===== src/rtl/windowed_edge_rate_ctr_pkg.sv =====
// Shared definitions for the windowed edge-rate counter: edge-mode encodings
// and the derivation of the running-sum width.
package windowed_edge_rate_ctr_pkg;

    // Encoding of the EDGE_MODE input.
    typedef enum logic [1:0] {
        EDGE_RISE = 2'b00,
        EDGE_FALL = 2'b01,
        EDGE_BOTH = 2'b10,
        EDGE_OFF  = 2'b11
    } edge_mode_e;

    // N_SUB slots of at most 2**w-1 each sum to less than 2**(w+log2_n), so the
    // running sum never overflows at this width.
    function automatic int unsigned calc_sum_width(input int unsigned subctr_width,
                                                   input int unsigned log2_n_sub);
        return subctr_width + log2_n_sub;
    endfunction

endpackage


===== src/rtl/windowed_edge_rate_ctr_edge_sync_detect.sv =====
// Brings the asynchronous encoder pulse into the CLK domain and produces a
// one-cycle edge pulse according to the selected edge mode.
module windowed_edge_rate_ctr_edge_sync_detect
    import windowed_edge_rate_ctr_pkg::*;
(
    input  logic       CLK,
    input  logic       RESETN,
    input  logic       INC,
    input  logic [1:0] EDGE_MODE,
    output logic       EDGE
);

    logic sync1_q;
    logic sync2_q;
    logic prev_q;

    // Two-flop synchroniser followed by a one-cycle history register.
    always_ff @(posedge CLK or negedge RESETN) begin
        if (!RESETN) begin
            sync1_q <= 1'b0;
            sync2_q <= 1'b0;
            prev_q  <= 1'b0;
        end else begin
            sync1_q <= INC;
            sync2_q <= sync1_q;
            prev_q  <= sync2_q;
        end
    end

    // Compare the synchronised level with its history per the edge mode.
    always_comb begin
        EDGE = 1'b0;
        unique case (edge_mode_e'(EDGE_MODE))
            EDGE_RISE: EDGE = sync2_q & ~prev_q;
            EDGE_FALL: EDGE = ~sync2_q & prev_q;
            EDGE_BOTH: EDGE = sync2_q ^ prev_q;
            EDGE_OFF:  EDGE = 1'b0;
        endcase
    end

endmodule


===== src/rtl/windowed_edge_rate_ctr.sv =====
// Windowed edge-rate counter: counts qualified encoder edges per timed slot,
// keeps the last N_SUB slot counts in a ring and maintains their sum
// incrementally (add newest, subtract evicted) for the speed/PID path.
module windowed_edge_rate_ctr
    import windowed_edge_rate_ctr_pkg::*;
#(
    parameter int unsigned SUBCTR_WIDTH    = 8,
    parameter int unsigned LOG2_N_SUB_CTRS = 4,
    parameter int unsigned PERIOD_WIDTH    = 16,
    parameter int unsigned SUM_WIDTH       = calc_sum_width(SUBCTR_WIDTH, LOG2_N_SUB_CTRS)
) (
    input  logic                    CLK,
    input  logic                    RESETN,
    input  logic                    INC,
    input  logic [1:0]              EDGE_MODE,
    input  logic [PERIOD_WIDTH-1:0] PERIOD,
    input  logic                    CLR,
    output logic [SUM_WIDTH-1:0]    SUM,
    output logic                    SUM_VALID,
    output logic                    SUM_UPD,
    output logic                    SAT
);

    localparam int unsigned N_SUB = 2 ** LOG2_N_SUB_CTRS;
    localparam logic [SUBCTR_WIDTH-1:0]    SUB_MAX   = '1;
    localparam logic [LOG2_N_SUB_CTRS:0]   FILL_FULL = (LOG2_N_SUB_CTRS + 1)'(N_SUB);
    localparam logic [LOG2_N_SUB_CTRS:0]   FILL_LAST = (LOG2_N_SUB_CTRS + 1)'(N_SUB - 1);
    localparam logic [LOG2_N_SUB_CTRS:0]   FILL_ONE  = (LOG2_N_SUB_CTRS + 1)'(1);
    localparam logic [LOG2_N_SUB_CTRS-1:0] PTR_ONE   = LOG2_N_SUB_CTRS'(1);
    localparam logic [PERIOD_WIDTH-1:0]    PER_ONE   = PERIOD_WIDTH'(1);

    logic                       edge_pulse;
    logic [PERIOD_WIDTH-1:0]    timer_q;
    logic [PERIOD_WIDTH-1:0]    period_last;
    logic                       boundary;
    logic [SUBCTR_WIDTH-1:0]    working_q;
    logic [SUBCTR_WIDTH-1:0]    slot_next;
    logic                       slot_ovf;
    logic [SUBCTR_WIDTH-1:0]    ring_q [N_SUB];
    logic [LOG2_N_SUB_CTRS-1:0] wr_ptr_q;
    logic [LOG2_N_SUB_CTRS:0]   fill_q;
    logic [SUM_WIDTH-1:0]       sum_q;
    logic [SUM_WIDTH-1:0]       sum_next;
    logic                       valid_q;
    logic                       upd_q;
    logic                       sat_q;

    windowed_edge_rate_ctr_edge_sync_detect u_edge (
        .CLK       (CLK),
        .RESETN    (RESETN),
        .INC       (INC),
        .EDGE_MODE (EDGE_MODE),
        .EDGE      (edge_pulse)
    );

    // Slot-boundary decode, saturating slot count and next running sum.
    always_comb begin
        // PERIOD of 0 behaves as 1, i.e. a boundary every cycle.
        period_last = (PERIOD == '0) ? '0 : PERIOD - PER_ONE;
        // >= lets a runtime decrease of PERIOD close the current slot at once.
        boundary    = (timer_q >= period_last);
        slot_ovf    = edge_pulse & (working_q == SUB_MAX);
        slot_next   = slot_ovf ? SUB_MAX : working_q + SUBCTR_WIDTH'(edge_pulse);
        // Ring read is read-before-write: this is the slot being evicted.
        sum_next    = sum_q - SUM_WIDTH'(ring_q[wr_ptr_q]) + SUM_WIDTH'(slot_next);
    end

    // Slot timer, working counter, ring, running sum and output flags.
    always_ff @(posedge CLK or negedge RESETN) begin
        if (!RESETN) begin
            timer_q   <= '0;
            working_q <= '0;
            ring_q    <= '{default: '0};
            wr_ptr_q  <= '0;
            fill_q    <= '0;
            sum_q     <= '0;
            valid_q   <= 1'b0;
            upd_q     <= 1'b0;
            sat_q     <= 1'b0;
        end else if (CLR) begin
            // CLR wins over a coincident boundary; nothing is committed.
            timer_q   <= '0;
            working_q <= '0;
            ring_q    <= '{default: '0};
            wr_ptr_q  <= '0;
            fill_q    <= '0;
            sum_q     <= '0;
            valid_q   <= 1'b0;
            upd_q     <= 1'b0;
            sat_q     <= 1'b0;
        end else begin
            upd_q <= boundary;
            if (slot_ovf) begin
                sat_q <= 1'b1;
            end
            if (boundary) begin
                // An edge on the boundary cycle belongs to the closing slot.
                timer_q          <= '0;
                working_q        <= '0;
                ring_q[wr_ptr_q] <= slot_next;
                wr_ptr_q         <= wr_ptr_q + PTR_ONE;
                sum_q            <= sum_next;
                if (fill_q != FILL_FULL) begin
                    fill_q <= fill_q + FILL_ONE;
                end
                if (fill_q == FILL_LAST) begin
                    valid_q <= 1'b1;
                end
            end else begin
                timer_q   <= timer_q + PER_ONE;
                working_q <= slot_next;
            end
        end
    end

    assign SUM       = sum_q;
    assign SUM_VALID = valid_q;
    assign SUM_UPD   = upd_q;
    assign SAT       = sat_q;

`ifndef SYNTHESIS
    logic [SUM_WIDTH-1:0] ring_total;

    // Debug cross-check: the incremental sum must equal the ring contents.
    always_comb begin
        ring_total = '0;
        foreach (ring_q[i]) begin
            ring_total = ring_total + SUM_WIDTH'(ring_q[i]);
        end
    end

    sum_matches_ring: assert property (@(posedge CLK) disable iff (!RESETN)
                                       sum_q == ring_total);
`endif

endmodule

===== config.mk =====
export PLATFORM = sky130hd
export DESIGN_NAME = windowed_edge_rate_ctr
export DESIGN_NICKNAME = d
export VERILOG_FILES = /design/src/rtl/windowed_edge_rate_ctr_pkg.sv /design/src/rtl/windowed_edge_rate_ctr_edge_sync_detect.sv /design/src/rtl/windowed_edge_rate_ctr.sv
export SDC_FILE = /design/constraint.sdc
export NUM_CORES = 1
export LEC_CHECK = 0
export CAP_MARGIN = 20
export CORE_UTILIZATION = 40
export DETAILED_ROUTE_END_ITERATION = 10
export GPL_ROUTABILITY_DRIVEN = 0
export GPL_TIMING_DRIVEN = 1
export HOLD_SLACK_MARGIN = 0.02
export SYNTH_ARGS = -nofsm -noshare
export SYNTH_HDL_FRONTEND = slang
export SYNTH_SLANG_ARGS = --single-unit

===== constraint.sdc =====
create_clock -name CLK -period 5.5 [get_ports CLK]
set_input_delay 1.1 -clock CLK [delete_from_list [all_inputs] [get_ports CLK]]
set_output_delay 1.1 -clock CLK [all_outputs]
set_load 0.02 [all_outputs]

==> Word-level counts from Yosys, hierarchy flattened <==
Index checks and enable logic that the tools add are counted.
{ "totals": {"register_bits": 179, "ram_bits": 0, "mem_count": 0, "word_cells": 87, "in_bits": 22, "latchBits": 0, "romBits": 0} }
{ "op_classes": {"shifts": 0, "n_mux": 28, "div": 0, "n_eq_ne": 6, "n_mul": 0, "bitwise_logic": 7, "order_cmp": 3, "reduce_logical": 9, "add_sub_neg": 7} }
{ "op_table": {"columns": ["op", "count"], "rows": [
  ["two-way mux 128 bit", 2],
  ["bitwise mux 128 bit", 1],
  ["two-way mux 16 bit", 3],
  ["two-way mux 8 bit", 6],
  ["binary-select mux 8 bit (select 4 bit)", 1],
  ["demux 8 bit (select 4 bit)", 1],
  ["two-way mux 12 bit", 2],
  ["adder 16 x 1 -> 16 bit (second input constant)", 1],
  [">= comparator 16 bit", 1],
  ["logical NOT 16 bit", 1],
  ["subtractor 16 x 1 -> 16 bit (second input constant)", 1],
  ["two-way mux 5 bit", 3],
  ["adder 12 x 8 -> 12 bit", 1],
  ["subtractor 12 x 8 -> 12 bit", 1],
  ["adder 8 x 1 -> 8 bit", 1],
  ["== test 8 bit (second input constant)", 1],
  ["two-way mux 4 bit", 2],
  ["nonzero test 2 bit", 4],
  ["two-way mux 1 bit", 6],
  ["adder 5 x 1 -> 5 bit (second input constant)", 1],
  ["== test 5 x 4 -> 1 bit (second input constant)", 1],
  [">= comparator 5 bit (second input constant)", 1],
  ["less-than comparator 5 x 1 -> 1 bit (second input constant)", 1],
  ["inequality test 5 bit (second input constant)", 1],
  ["11 further kinds", 16]
]} }

==> Logic depth before layout (Yosys ltp) <==
Gate-level depths: netlist (run 1).
{ "depth": {"ltp_word": 8, "mapped_depth": 18} }

==> Cells and area by module <==
Synthesis (run 1) repeated with hierarchy kept, for this count alone.
{ "unflattened": {"hier_cells": 936, "area_unflattened_um2": 10422.5} }
{ "modules_own_cells": {"columns": ["module", "seq_area_each_um2", "cells_per_inst", "n_inst", "area_per_inst_um2"], "rows": [
  ["windowed_edge_rate_ctr", 4404.2, 926, 1, 10292.4],
  ["windowed_edge_rate_ctr_edge_sync_detect", 75.1, 10, 1, 130.1]
]} }

==> Worst setup path after synthesis (run 1) <==
Ideal clock, no wire load.
{ "synth_timing": {"path_kind": "input-to-reg", "from": "in EDGE_MODE[1]", "to": "reg sum_q[11], in the netlist SUM[11]", "setup_ps": 125, "cell_stages": 16, "setup_slack_ps": 1011, "t_arrival_ps": 4365, "n_path_buf": 0, "cell_sequence": "and2_1 > o31ai_2 > ha_1 > ha_1 > nand3_1 > xor2_1 > and2_1 > inv_1 > fa_1 > ha_1 > o21ai_0 > a221oi_1 > and2_1 > o41ai_1 > or3b_1 > mux2_2"} }
{ "synth_via": {"elab_chain_cells": 7, "word_cells_on_any_way": 11, "cone_classes": "2 x add/sub; 3 x eq/ne; 4 x mux; 1 x bitwise; 1 x reduce/logical"} }
{ "synth_lines": {"columns": ["element", "line_no", "text"], "rows": [
  ["start: declaration", "windowed_edge_rate_ctr.sv:15", "input logic [1:0] EDGE_MODE,"],
  ["== test 2 bit, or another cell as far along", "windowed_edge_rate_ctr_edge_sync_detect.sv:33", "unique case (edge_mode_e'(EDGE_MODE))"],
  ["one-hot mux 1 bit (4 select lines) *", "windowed_edge_rate_ctr_edge_sync_detect.sv:33", null],
  ["adder 8 x 1 -> 8 bit / bitwise AND 1 bit (equally long branches)", "windowed_edge_rate_ctr.sv:63, windowed_edge_rate_ctr.sv:62", null],
  ["two-way mux 8 bit *", "windowed_edge_rate_ctr.sv:63", "slot_next = slot_ovf ? SUB_MAX : working_q + SUBCTR_WIDTH'(edge_pulse);"],
  ["adder 12 x 8 -> 12 bit *", "windowed_edge_rate_ctr.sv:65", "sum_next = sum_q - SUM_WIDTH'(ring_q[wr_ptr_q]) + SUM_WIDTH'(slot_next);"],
  ["two-way mux 12 bit *", "windowed_edge_rate_ctr.sv:96", "if (boundary) begin"],
  ["two-way mux 12 bit *", "windowed_edge_rate_ctr.sv:80", "end else if (CLR) begin"],
  ["end signal: assignment", "windowed_edge_rate_ctr.sv:102", "sum_q <= sum_next;"],
  ["end: declaration", "windowed_edge_rate_ctr.sv:42", "logic [SUM_WIDTH-1:0] sum_q;"]
]} }
Mark *: on every way between the ends. The rest lies on a longest branch, timed or not. The select of a mux whose other input is x is not followed.
A chain may end at the register's enable or synchronous reset.

==> Worst setup path after layout (run 1) <==
Ends and elaborated chain as after synthesis.

==> results.json, run 1 <==
{
  "status": "complete, no violations",
  "cts_resized": 0,
  "synth_cell_types": 58,
  "area_growth_pct": 12.16,
  "pin_count": 37,
  "cts_made_buffers": 17,
  "drtPass1Iterations": 6,
  "total_power_uw": 2751,
  "finalSetupViolations": 0,
  "cts_max_level": 4,
  "drcViolationCount": 0,
  "drtIter0Drc": 467,
  "core_mm2": 0.02540,
  "p_int_uw": 2094,
  "crit_required_ns": 5.82,
  "min_from": "u_edge.sync1_q",
  "port_buffers": 36,
  "dp_slack_ns": -0.001351,
  "layout.nets": 1003,
  "antenna_found_initial": 0,
  "synthTopCellsByCount": "179 x dfrtp_1, 138 x nand2b_1, 137 x mux2i_1, 56 x nor2_1, 42 x ha_1",
  "worst-path-buf-inv": 3,
  "utilization_pct": 46.04,
  "slowest_delay_ns": 0.47,
  "critPathMaxFanout": 4,
  "endpoint_kind": "flop",
  "timing.rr.end": "SUM[11]",
  "slew_headroom_pct": 32.72,
  "sw_frac_of_total_pct": 23.88,
  "viasPerCell": 5.296,
  "placed_cells": 1242,
  "syn_inst": 916,
  "ys_top_cells_by_area": "dfrtp_1 43%, mux2i_1 13%, mux4_2 8.6%",
  "synth_edf_count": 0,
  "vias": 6747,
  "regToRegStartpoint": "wr_ptr_q[0]",
  "seqCellArea_mm2": 0.004481,
  "cts_tree": "yes",
  "hold_viol_final": 0,
  "synth_warnings": 0,
  "die_h_um": 163.5,
  "n_antenna_cell": 0,
  "cts_setup_buffers": 0,
  "critPathArrivalTime_ns": 5.40,
  "r2r_slack_ns": 0.85,
  "max_freq_ghz": 0.1967,
  "clock_latency_ns": 0.44,
  "maxSlewViolCount": 0,
  "synth_ff_type": "dfrtp_1",
  "overflow": 0,
  "syn-num-nets": 988,
  "grt_pass1_vias": 6960,
  "p_per_area_mw_per_mm2": 235.3,
  "whs_path_depth": 0,
  "num-fill-cells": 2325,
  "drv_cap": 0,
  "worstSetupPathType": "in2reg",
  "pwr-share-clk_pct": 45.5,
  "layoutNonFillerInstCount": 1274,
  "clk_path_buf_depth": 2,
  "leakagePower_uw": 0.005547,
  "hold_buffers": 0,
  "critPathLaunchType": "input port",
  "rsz0062_at_grt": "false",
  "die_w_um": 163.5,
  "die_area_mm2": 0.02672,
  "rr_worst_depth": 12,
  "post-route-period-util_pct": 92.44,
  "combPwrFrac_pct": 6.3,
  "start_util_pct": 41.05,
  "routedWlPerCell_um": 18.01,
  "drive_gt1_share_pct": 11.76,
  "antenna_left": 0,
  "grt.total_usage_pct": 18.30,
  "dp_hpwl_um": 15540,
  "clock-skew-final_ns": 0.01722,
  "cpLargestDelayFamily": "adder cells",
  "cts_root_buffer": "clkbuf_16",
  "clock_sinks": 179,
  "yosys.area.top_type": "dfrtp_1",
  "multi_input_area_mm2": 0.005557,
  "grt_first_pass_wirelength_um": 37650,
  "synth_seq_area_share_pct": 42.96,
  "layout_min_cycle_time_ns": 5.084,
  "syn_area_mm2": 0.01043,
  "min_path_type": "reg2reg",
  "critical_path.cell_chain": "clkdlybuf4s50_1, and2_1, o31ai_2, buf_4, ha_1, ha_1, nand3_1, xor2_1, and2_1, inv_1, fa_1, ha_1, nor2_1, a221oi_1, and2_1, o41ai_1, or3b_1, mux2_2",
  "seqPwrFrac_pct": 48.2,
  "peakVddDrop_mv": 0.2053,
  "grt_start_max_net_pins": 114,
  "async_flop_share_pct": 100.0,
  "startpoint": "EDGE_MODE[1]",
  "rows": 58,
  "ys_ff_latch": 179,
  "postRouteWirelength_um": 22950,
  "synth_most_common_cell": "dfrtp_1",
  "synth.top_cell.area_share_pct": 42.96,
  "switching_power_uw": 656.9,
  "worst_pin_slew_ns": 1.009,
  "avgSynthCellArea_um2": 11.38,
  "holdWs_ns": 0.3776,
  "holdPathEnd": "u_edge.sync2_q",
  "slowest_stage": "fa_1",
  "path_clk_slew_ns": 0.07,
  "setup_slack_ns": 0.4160
}
-- cell families (layout without fill, tap and decap cells) --
| kind of cell | count (synthesis) | after routing | share of synthesized area (%) |
|---|---|---|---|
| simple gates | 316 | 316 | 17.17 |
| flops | 179 | 179 | 42.96 |
| mux | 178 | 178 | 21.90 |
| buf+inv | 90 | 118 | 3.744 |
| compound gates | 63 | 63 | 4.284 |
| fa+ha+maj | 50 | 50 | 6.576 |
| xor+xnor | 40 | 40 | 3.360 |
-- worst reg2reg max path, stage by stage, from the launching register on --
cell and delay (ns):
dfrtp_2 0.67, buf_12 0.30, mux4_2 0.55, mux4_2 0.52
inv_1 0.11, fa_1 0.43, ha_1 0.36, a21oi_1 0.32
o211ai_1 0.21, and2_1 0.19, o41ai_1 0.35, or3b_1 0.21
mux2_2 0.33
-- power groups by stage --
| stage | clock [uW] | sequential (uW) | combinational, uW |
|---|---|---|---|
| 3_5_place_dp | 0 | 1350 | 176 |
| 4_1_cts | 1280 | 1320 | 178 |
| 6_report | 1250 | 1320 | 174 |
| 2_1_floorplan | 0 | 1350 | 103 |
| 5_1_grt | 1340 | 1320 | 196 |
| 3_3_place_gp | 0 | 1350 | 178 |
-- cell type report --
cell class                 instances  share of cell area, %
timing repair buffer              54                  4.440
clock inverter                    12                  1.263
inverter                          32                  1.027
sequential                       179                  38.32
multi-input combinational        647                  47.52
clock buffer                      20                  3.905
tap                              330                  3.531
-- placed cells by master, fill, tap and decap left out, drive strengths merged, types with 31 or more instances in the layout --
cell type | netlist | routed
clkdlybuf4s50 | 0 | 34
dfrtp | 179 | 179
ha | 42 | 42
inv | 32 | 35
mux2i | 137 | 137
mux4 | 40 | 40
nand2 | 35 | 35
nand2b | 138 | 138
nand3 | 31 | 31
nor2 | 56 | 56
-- per-stage QoR --
step | area [um^2] | TNS (ns)
after floorplan | 10430 | 0
after global placement | 11090 | -0.05898
after detailed placement | 11090 | -0.001351
after CTS | 11690 | 0
after global routing | 11690 | 0
final | 11690 | 0
-- registers in the layout, indices dropped and copies added, names as in the netlist, 4 cells and up --
signal,count
ring_q,128
timer_q,16
SUM,12
working_q,8
fill_q,5
wr_ptr_q,4
-- worst max-delay path by stage --
stage / end / slack (ns) / cells past startpoint
global route: SUM[11] / 0.16 / 17
global placement: SUM[11] / -0.06 / 17
floorplan: SUM[11] / 1.01 / 16
finish: SUM[11] / 0.42 / 18
detailed placement: SUM[11] / -0.001 / 17
CTS: SUM[11] / 0.40 / 17
-- layer usage --
layer | up-vias | part of all wire, % | GRT usage [%]
li1 | 3216 | - | -
met1 | 3397 | 48 | 24.95
met2 | 114 | 48 | 30.03
met3 | 20 | 2.7 | 3.098
met4 | 0 | 1.2 | 4.840
met5 | - | 0 | 0
(Power assumes the default switching activity.)
==> run 2, diff against run 1 <==
--- a/config.mk
+++ b/config.mk
@@ -7,6 +7,8 @@
 export LEC_CHECK = 0
 export CAP_MARGIN = 20
 export CORE_UTILIZATION = 40
+export CTS_CLUSTER_DIAMETER = 200
+export CTS_CLUSTER_SIZE = 24
 export DETAILED_ROUTE_END_ITERATION = 10
 export GPL_ROUTABILITY_DRIVEN = 0
 export GPL_TIMING_DRIVEN = 1
==> results of run 2 <==
Final layout, timing and power as in run 1 (identical DEF).
